### config.mk
export PLATFORM = sky130hd
export DESIGN_NAME = lvds_7to1_packer
export DESIGN_NICKNAME = d
export VERILOG_FILES = /design/src/rtl/lvds_7to1_packer.sv
export SDC_FILE = /design/constraint.sdc
export NUM_CORES = 1
export LEC_CHECK = 0
export BUFFER_PORTS_ARGS = -buffer_cell sky130_fd_sc_hd__buf_4
export CAP_MARGIN = 20
export CORE_ASPECT_RATIO = 0.7
export CORE_MARGIN = 2
export CORE_UTILIZATION = 57
export CTS_BUF_LIST = sky130_fd_sc_hd__clkbuf_16
export CTS_CLUSTER_DIAMETER = 30
export DETAILED_ROUTE_END_ITERATION = 8
export GPL_ROUTABILITY_DRIVEN = 1
export GPL_TIMING_DRIVEN = 0
export PLACE_DENSITY = 0.84
export SKIP_CTS_REPAIR_TIMING = 1
export SLEW_MARGIN = 20
export SYNTH_ARGS = -nofsm -noshare
export SYNTH_HDL_FRONTEND = slang
export SYNTH_SLANG_ARGS = --single-unit
### constraint.sdc
create_clock -name i_clk_65mhz -period 6.73 [get_ports i_clk_65mhz]
set_clock_uncertainty 0.1 [all_clocks]
set_input_delay 2.019 -clock i_clk_65mhz [delete_from_list [all_inputs] [get_ports i_clk_65mhz]]
set_output_delay 2.019 -clock i_clk_65mhz [all_outputs]
set_load 0.1 [all_outputs]
### src/rtl/lvds_7to1_packer.sv
// Pixel-rate packer: registers RGB/HS/VS/DE and maps them onto four 7-bit LVDS data-lane words plus the clock-lane word.
// Define LVDS_18BPP_EN for 3-lane 18bpp mode. Colours are rounded to 6 bits and lane3 is held at zero.
module lvds_7to1_packer #(
    parameter bit MAP_JEIDA = 1'b0,
    parameter bit HS_POL    = 1'b0,
    parameter bit VS_POL    = 1'b0,
    parameter int CNT_W     = 12
) (
    input  logic             i_clk_65mhz,
    input  logic             i_rst_n,
    input  logic             i_enable,
    input  logic [7:0]       i_red_data,
    input  logic [7:0]       i_gre_data,
    input  logic [7:0]       i_blu_data,
    input  logic             i_h_sync,
    input  logic             i_v_sync,
    input  logic             i_data_en,
    output logic [6:0]       o_lane0,
    output logic [6:0]       o_lane1,
    output logic [6:0]       o_lane2,
    output logic [6:0]       o_lane3,
    output logic [6:0]       o_clk_lane,
    output logic             o_locked,
    output logic             o_timing_err,
    output logic [CNT_W-1:0] o_h_total
);

    typedef enum logic [1:0] {IDLE, WAIT_VS, MEASURE, RUN} state_t;

    localparam logic [6:0]       CLK_WORD = 7'b1100011;
    localparam logic [6:0]       BLANK_L2 = {1'b0, ~VS_POL, ~HS_POL, 4'b0000};
    localparam logic [CNT_W-1:0] CNT_MAX  = '1;
    localparam logic [CNT_W-1:0] CNT_ONE  = {{(CNT_W-1){1'b0}}, 1'b1};

    state_t           state, state_nxt;
    logic [7:0]       red_q, gre_q, blu_q;
    logic             hs_q, vs_q, de_q, hs_d, vs_d;
    logic             hs_edge, vs_edge;
    logic [CNT_W-1:0] cnt, line_len;
    logic             hs_seen;
    logic             err_nxt, capture;
    logic [7:0]       r_c, g_c, b_c;
    logic [6:0]       pk0, pk1, pk2, pk3;

    // NOTE: every sequential process uses non-blocking assignments only.
    always_ff @(posedge i_clk_65mhz or negedge i_rst_n) begin
        if (!i_rst_n) begin
            red_q <= '0;
            gre_q <= '0;
            blu_q <= '0;
            hs_q  <= ~HS_POL;
            vs_q  <= ~VS_POL;
            de_q  <= 1'b0;
            hs_d  <= ~HS_POL;
            vs_d  <= ~VS_POL;
        end else begin
            red_q <= i_red_data;
            gre_q <= i_gre_data;
            blu_q <= i_blu_data;
            hs_q  <= i_h_sync;
            vs_q  <= i_v_sync;
            de_q  <= i_data_en;
            hs_d  <= hs_q;
            vs_d  <= vs_q;
        end
    end

    assign hs_edge  = (hs_q == HS_POL) && (hs_d != HS_POL);
    assign vs_edge  = (vs_q == VS_POL) && (vs_d != VS_POL);
    assign line_len = cnt + CNT_ONE;

`ifdef LVDS_18BPP_EN
    // Round to 6 bits; a carry into bit 8 means the result would be 64, so clamp to 63.
    function automatic logic [7:0] round6(input logic [7:0] c);
        logic [8:0] sum;
        sum = {1'b0, c} + 9'd2;
        return sum[8] ? 8'd63 : {2'b00, sum[7:2]};
    endfunction

    assign r_c = round6(red_q);
    assign g_c = round6(gre_q);
    assign b_c = round6(blu_q);
`else
    assign r_c = red_q;
    assign g_c = gre_q;
    assign b_c = blu_q;
`endif

    // NOTE: each always_comb output gets a default first so no latch is inferred.
    always_comb begin
        pk0 = {g_c[0], r_c[5:0]};
        pk1 = {b_c[1:0], g_c[5:1]};
        pk2 = {de_q, vs_q, hs_q, b_c[5:2]};
        pk3 = {1'b0, b_c[7:6], g_c[7:6], r_c[7:6]};
        if (MAP_JEIDA) begin
            pk0 = {g_c[2], r_c[7:2]};
            pk1 = {b_c[3:2], g_c[7:3]};
            pk2 = {de_q, vs_q, hs_q, b_c[7:4]};
            pk3 = {1'b0, b_c[1:0], g_c[1:0], r_c[1:0]};
        end
`ifdef LVDS_18BPP_EN
        pk3 = 7'b0000000;
`endif
    end

    always_ff @(posedge i_clk_65mhz or negedge i_rst_n) begin
        if (!i_rst_n) begin
            state <= IDLE;
        end else begin
            state <= state_nxt;
        end
    end

    always_comb begin
        state_nxt = state;
        err_nxt   = 1'b0;
        capture   = 1'b0;
        case (state)
            IDLE:    if (i_enable) state_nxt = WAIT_VS;
            WAIT_VS: if (vs_edge) state_nxt = MEASURE;
            MEASURE: begin
                if (cnt == CNT_MAX) begin
                    err_nxt   = 1'b1;
                    state_nxt = WAIT_VS;
                end else if (hs_edge && hs_seen) begin
                    capture   = 1'b1;
                    state_nxt = RUN;
                end
            end
            RUN: begin
                if ((cnt == CNT_MAX) || (hs_edge && (line_len != o_h_total))) begin
                    err_nxt   = 1'b1;
                    state_nxt = WAIT_VS;
                end
            end
            default: state_nxt = IDLE;
        endcase
        // Dropping enable overrides everything, including a pending error.
        if (!i_enable) begin
            state_nxt = IDLE;
            err_nxt   = 1'b0;
            capture   = 1'b0;
        end
    end

    // The counter only runs while measuring or checking lines, and saturates rather than wrapping.
    always_ff @(posedge i_clk_65mhz or negedge i_rst_n) begin
        if (!i_rst_n) begin
            cnt     <= '0;
            hs_seen <= 1'b0;
        end else if (state == MEASURE || state == RUN) begin
            if (hs_edge) begin
                cnt <= '0;
            end else if (cnt != CNT_MAX) begin
                cnt <= line_len;
            end
            if (state == MEASURE && hs_edge) begin
                hs_seen <= 1'b1;
            end
        end else begin
            cnt     <= '0;
            hs_seen <= 1'b0;
        end
    end

    always_ff @(posedge i_clk_65mhz or negedge i_rst_n) begin
        if (!i_rst_n) begin
            o_timing_err <= 1'b0;
            o_h_total    <= '0;
        end else begin
            o_timing_err <= err_nxt;
            if (capture) begin
                o_h_total <= line_len;
            end
        end
    end

    // Blanking follows the registered state, so the link goes blank one cycle after RUN is left.
    always_ff @(posedge i_clk_65mhz or negedge i_rst_n) begin
        if (!i_rst_n) begin
            o_lane0 <= '0;
            o_lane1 <= '0;
            o_lane2 <= BLANK_L2;
            o_lane3 <= '0;
        end else if (state == RUN) begin
            o_lane0 <= pk0;
            o_lane1 <= pk1;
            o_lane2 <= pk2;
            o_lane3 <= pk3;
        end else begin
            o_lane0 <= '0;
            o_lane1 <= '0;
            o_lane2 <= BLANK_L2;
            o_lane3 <= '0;
        end
    end

    assign o_clk_lane = CLK_WORD;
    assign o_locked   = (state == RUN);

endmodule

==> metrics.csv, run 1 <==
metric,value,unit
tightest_slew,0.722,ns
ioPinCount,79,
numCtsBuffers,9,
clock_latency,0.32,ns
min_to,hs_d,
cpMaxStageDelayCell,dfrtp_1,
synthFlopType,dfrtp_1,
postRouteAntennaNets,0,
drt_iter0_drc,179,
synth_area,3320,µm²
postSynthAreaPerCell,12.2,µm²
drc,0,
async_reset_ff_share,100,%
cts_sinks,84,
ys_warn_count,0,
synthCells,272,
reg2reg_slack,3.75,ns
crit_arrival,1.46,ns
area_growth,27.6,%
vias,2278,
grt_pass1_wl,10.8,mm
ff2ff_path_depth,8,
viasPerCell,5.19,
setup_tns,0,ns
cp.required,4.61,ns
die_h,67.9,µm
endpoint_kind,output port,
portBuffers,70,
slew_violations,0,
start_util,58.6,%
vdd_drop_max,237,µV
holdWs,0.281,ns
wl,6.85,mm
clk_pin_slew_worst_paths,0.06,ns
layout-drive-gt1-share,31.3,%
worstHoldPathType,register to register,
finalHoldViolCount,0,
finalCritPeriodShare,53.2,%
grtUsageTotal,23.3,%
gr-usage-met3,5.84,%
grt_max_degree,85,
final.fill_count,369,
cts_tree,done,
startpoint_type,register,
multiInputGateArea,1120,µm²
min_path_cells,0,
gp_congestion,0.888,
busiest_layer,met2,
antenna_found_initial,0,
core_region_area,5670,µm²
dr.pass1.iters,4,
slowest_delay,0.43,ns
nets,393,
clock_path_buffers,2,
drv_cap,0,
design_area,4240,µm²
status,completed,
r2r_start,cnt[0],
synth_cell_types,42,
max-slew-margin-rel,51.8,%
hp-start,hs_q,
rsz0062_at_grt,no,
regArea,2110,µm²
fmax,280,MHz
grt_overflow,0,
p_leak,2.04,nW
die_area,6470,µm²
place_area,3970,µm²
r2r-end,state[0],
ys_ff_latch,84,
min_period,3.58,ns
crit_fanout,7,
synth_enable_flop_cells,0,
met1_usage,29.2,%
grt_util_met2,39.3,%
p_per_area,316,nW/µm²
seq_area_frac_synth,63.5,%
crit_chain,ha_1 > buf_4,
grt_pass1_vias,2208,
wl_per_cell,15.6,µm
clockRootBuffer,clkbuf_16,
row_count,23,
finalSetupViolCount,0,
dp_hpwl,4.51,mm
crit_type,register to output port,
die_x,95.3,µm
n_antenna_cell,0,
htreeDepth,3,
## sequential cells by signal (all words and copies together) (netlist names)
| signal | count |
|---|---|
| hs_q | 1 |
| b_c | 8 |
| hs_seen | 1 |
| o_timing_err | 1 |
| o_lane3 | 6 |
| de_q | 1 |
| o_lane2 | 7 |
| r_c | 8 |
| o_lane1 | 7 |
| state | 2 |
| o_h_total | 12 |
| g_c | 8 |
| o_lane0 | 7 |
| hs_d | 1 |
| cnt | 12 |
| vs_q | 1 |
| vs_d | 1 |
## routing by layer
metal,vias up,wire length [µm]
met2,108,3450
met5,-,0
met1,1097,2730
met3,16,517
li1,1057,-
met4,0,150
## Yosys cell counts, types with 2 or more instances
cell / count / share of area [%]
nor2_1: 11 / 1.2
or4_1: 2 / 0.45
o21ai_0: 17 / 2.6
ha_1: 4 / 1.5
clkbuf_1: 6 / 0.68
xnor2_1: 19 / 5.0
dfstp_2: 6 / 4.7
nor3b_1: 2 / 0.45
and2_1: 26 / 4.9
nor2b_1: 3 / 0.56
dfrtp_1: 78 / 59
nand2_1: 24 / 2.7
buf_2: 4 / 0.60
xor2_1: 5 / 1.3
inv_1: 5 / 0.56
nor3_1: 3 / 0.45
conb_1: 2 / 0.23
nand4_1: 5 / 0.94
nand3_1: 4 / 0.60
o211ai_1: 2 / 0.45
a21oi_1: 13 / 2.0
buf_4: 8 / 1.8
nand2b_1: 4 / 0.75
## cells by family (layout without fill, tap and decap cells)
family,after synthesis,after routing,synth area share [%]
and+or+nand+nor,93,93,16.3
DFF,84,84,63.5
AOI/OAI and AO/OA,38,38,6.70
xor gates and xnor gates,26,26,7.53
buffers and inverters,23,109,3.65
adders and majority gates,4,4,1.51
other,2,8,0.226
muxes,2,2,0.640
## power by group
part	switching (mW)	internal (mW)	leakage, nW
Sequential	0.0219	0.541	1.09
Combinational	0.249	0.0887	0.818
Clock	0.188	0.251	0.134
Total	0.459	0.880	2.04
## final cells by class
type	count	share of cell area, %
plain buffers	18	2.42
clock buffers	9	5.31
clock inverters	7	1.12
inverters	5	0.442
multi-input cells	171	26.3
flip-flops and latches	84	49.7
well taps	75	2.21
repair buffers	70	12.5
## critical path: cells and delay by family, from the launching register on
family,cells,cell delay (ns)
adder cells (fa/ha/maj),1,0.35
buffers and inverters,1,0.35
flip-flops,1,0.43
## stage by stage
stage          instances  util [%]  worst slack [ns]  total power, mW
2_1_floorplan        278         -              3.35            0.817
3_3_place_gp         423      70.0              3.49            0.893
3_5_place_dp         423      70.0              3.44            0.902
4_1_cts              439      74.8              3.17             1.35
5_1_grt              439      74.8              3.11             1.40
6_report             439      74.8              3.15             1.34
## layout by cell type (no fill, tap or decap), types with 4 or more instances in the layout
cell type / count
nand2b_1: 4
nand3_1: 4
dfrtp_1: 78
nor2_1: 11
and2_1: 26
o21ai_0: 17
conb_1: 8
buf_2: 4
xnor2_1: 19
a21oi_1: 13
nand4_1: 5
ha_1: 4
clkbuf_16: 9
dfstp_2: 6
xor2_1: 5
nand2_1: 24
clkbuf_1: 6
buf_4: 77
inv_1: 5
## worst max path at each step
stage | from | to | slack [ns] | cells after the start
2_1_floorplan | state[1] | o_locked | 3.35 | 1
3_3_place_gp | i_enable | o_h_total[11] | 3.49 | 6
3_5_place_dp | i_enable | o_h_total[6] | 3.44 | 6
4_1_cts | state[1] | o_locked | 3.17 | 2
5_1_grt | state[1] | o_locked | 3.11 | 2
6_report | state[1] | o_locked | 3.15 | 2
No activity file was read; power rests on OpenSTA's default activity.
==> run 2, diff against run 1 <==
CORE_UTILIZATION = 48   (was 57)
PLACE_DENSITY = 0.75   (was 0.84)
clock period = 3 ns   (was 6.73 ns; I/O delays follow)
==> run 2 against run 1 <==
Effect of this change: core utilization shrank 11 points; final cell count grew 4.3%; count of clock-buffer cells in the layout is the same; design area grew 1.9%; register-to-register slack lost 3.6 ns; total power grew 140%; worst hold slack lost 0.0063 ns; combinational power grew 120%; via count shrank 4.6%; routed wire length shrank 8.8%; sequential cell count is the same; die area grew 18%; critical endpoint is now state[0]; largest cell class unchanged; largest power group unchanged.
==> metrics.csv, run 2 (same netlist as run 1, synthesis figures left out) <==
metric,value,unit,change
r2r_start,cnt[0],,
crit_path_end,state[0],,
row_count,25,,+8.7%
crit_arrival,2.97,ns,+1.51 ns
core_region_area,6730,µm²,+19%
cts_sinks,84,,unchanged
setup_tns,0,ns,unchanged
viasPerCell,4.74,,-8.6%
max-slew-margin-rel,52.0,%,+0.21 points
grt_overflow,0,,unchanged
p_per_area,741,nW/µm²,+130%
dp_hpwl,4.33,mm,-3.9%
die_x,103,µm,+8.6%
slowest_delay,0.58,ns,+0.15 ns
grt_pass1_vias,2080,,-5.8%
htreeDepth,3,,unchanged
wl,6.25,mm,-8.8%
endpoint_kind,register,,
tightest_slew,0.719,ns,-0.00320 ns
sw_frac_of_total,32.8,%,-1.5 points
clock_latency,0.33,ns,about the same
clock_path_buffers,2,,unchanged
clockRootBuffer,clkbuf_16,,
path_buf_inv,0,,-1
vdd_drop_max,357,µV,+51%
cp.required,3.11,ns,-1.50 ns
min_period,2.86,ns,
drc,0,,unchanged
n_antenna_cell,0,,unchanged
layout-drive-gt1-share,31.6,%,+0.27 points
crit_chain,ha_1 > xnor2_1 > xor2_1 > nand4_1 > or4b_4 > nor4_4 > or4_1 > o221ai_2,,
finalCritPeriodShare,95.4,%,
ff2ff_path_depth,8,,unchanged
worstHoldPathType,register to register,,
portBuffers,70,,unchanged
clk_pin_slew_worst_paths,0.06,ns,about the same
postRouteAntennaNets,0,,unchanged
antenna_found_initial,0,,unchanged
place_ws,0.179,ns,-3.26 ns
finalHoldViolCount,0,,unchanged
grt_pass1_wl,10.1,mm,-6.1%
p_leak,2.07,nW,+1.2%
grtUsageTotal,18.0,%,-5.3 points
slew_violations,0,,unchanged
reg_top3,"cnt x12, o_h_total x12",,
final.setup.worst_slack,0.139,ns,-3.01 ns
nets,393,,unchanged
start_util,49.4,%,-9.2 points
layout_commonest_cell,dfrtp_1,,
wl_per_cell,13.6,µm,-13%
cts_tree,done,,
internal_power,2.16,mW,+140%
die_area,7620,µm²,+18%
final_cell_mix,"dfrtp_1 (78), buf_4 (77), and2_1 (26), nand2_1 (24), xnor2_1 (19)",,
hp-start,vs_q,,
gp_congestion,0.836,,-5.8%
startpoint,cnt[0],,
startpoint_type,register,,
ioPinCount,79,,unchanged
p_seq_share,39.2,%,-2.8 points
combPwrFrac,23.4,%,-1.8 points
final.fill_count,555,,+50%
drv_cap,0,,unchanged
switchingPower,1.05,mW,+130%
holdWs,0.274,ns,-0.00631 ns
crit_fanout,5,,-2
area_growth,30.1,%,
finalSetupViolCount,0,,unchanged
crit_type,register to register,,
dr.pass1.iters,4,,unchanged
crit_family,simple AND/OR/NAND/NOR gates,,
status,completed,,
r2r-end,state[0],,
power_frac_clock,37.4,%,+4.6 points
numCtsBuffers,9,,unchanged
path_depth,8,,+6
rsz0062_at_grt,no,,
grt_max_degree,85,,unchanged
die_h,73.6,µm,+8.4%
vias,2173,,-4.6%
cpMaxStageDelayCell,or4b_4,,
reg2reg_slack,0.14,ns,-3.61 ns
fmax,349,MHz,
drt_iter0_drc,152,,-15%
run 2: changes by cell type in the layout (fill, tap and decap cells not counted), sizes merged:
cell,delta
bufinv,+2
clkinv,-3
inv,+1
run 2: power by group through the flow:
stage          clock [mW]  sequential, mW  combinational, mW
2_1_floorplan           0            1.54              0.295
3_3_place_gp            0            1.27              0.735
3_5_place_dp            0            1.28              0.751
4_1_cts              1.23            1.26              0.753
5_1_grt              1.28            1.27              0.804
6_report             1.20            1.26              0.750
run 2: metal layers:
metal / vias to the layer above / wire (µm) / track usage [%]
met5: - / 0 / 0
met4: 0 / 44 / 7.02
met3: 4 / 350 / 5.71
met2: 60 / 3050 / 27.0
met1: 1049 / 2800 / 24.6
li1: 1060 / - / -
run 2: how the worst min path moves through the flow:
stage                       to  slack, ns  depth (start not counted)
after global placement    vs_d       0.26                          0
after detailed placement  vs_d       0.27                          0
after CTS                 vs_d       0.28                          0
after global routing      vs_d       0.28                          0
final                     vs_d       0.27                          0
after floorplan           vs_d       0.26                          0
run 2: stage by stage:
step	std cells	area, µm²	utilization, %	total power [mW]
global route	458	4320	64.3	3.35
CTS	458	4320	64.2	3.24
finish	458	4320	64.3	3.21
detailed placement	442	3990	59.3	2.03
global placement	442	3990	59.3	2.01
floorplan	278	3350	-	1.83
run 2: cell type report:
type	instances	area (µm²)	area share, %
buffer	18	103	2.37
clock buffer	9	225	5.21
multi-input combinational	171	1120	25.8
sequential	84	2110	48.8
clock inverter	7	105	2.43
timing repair buffer	70	529	12.2
tap	94	118	2.72
inverter	5	18.8	0.434
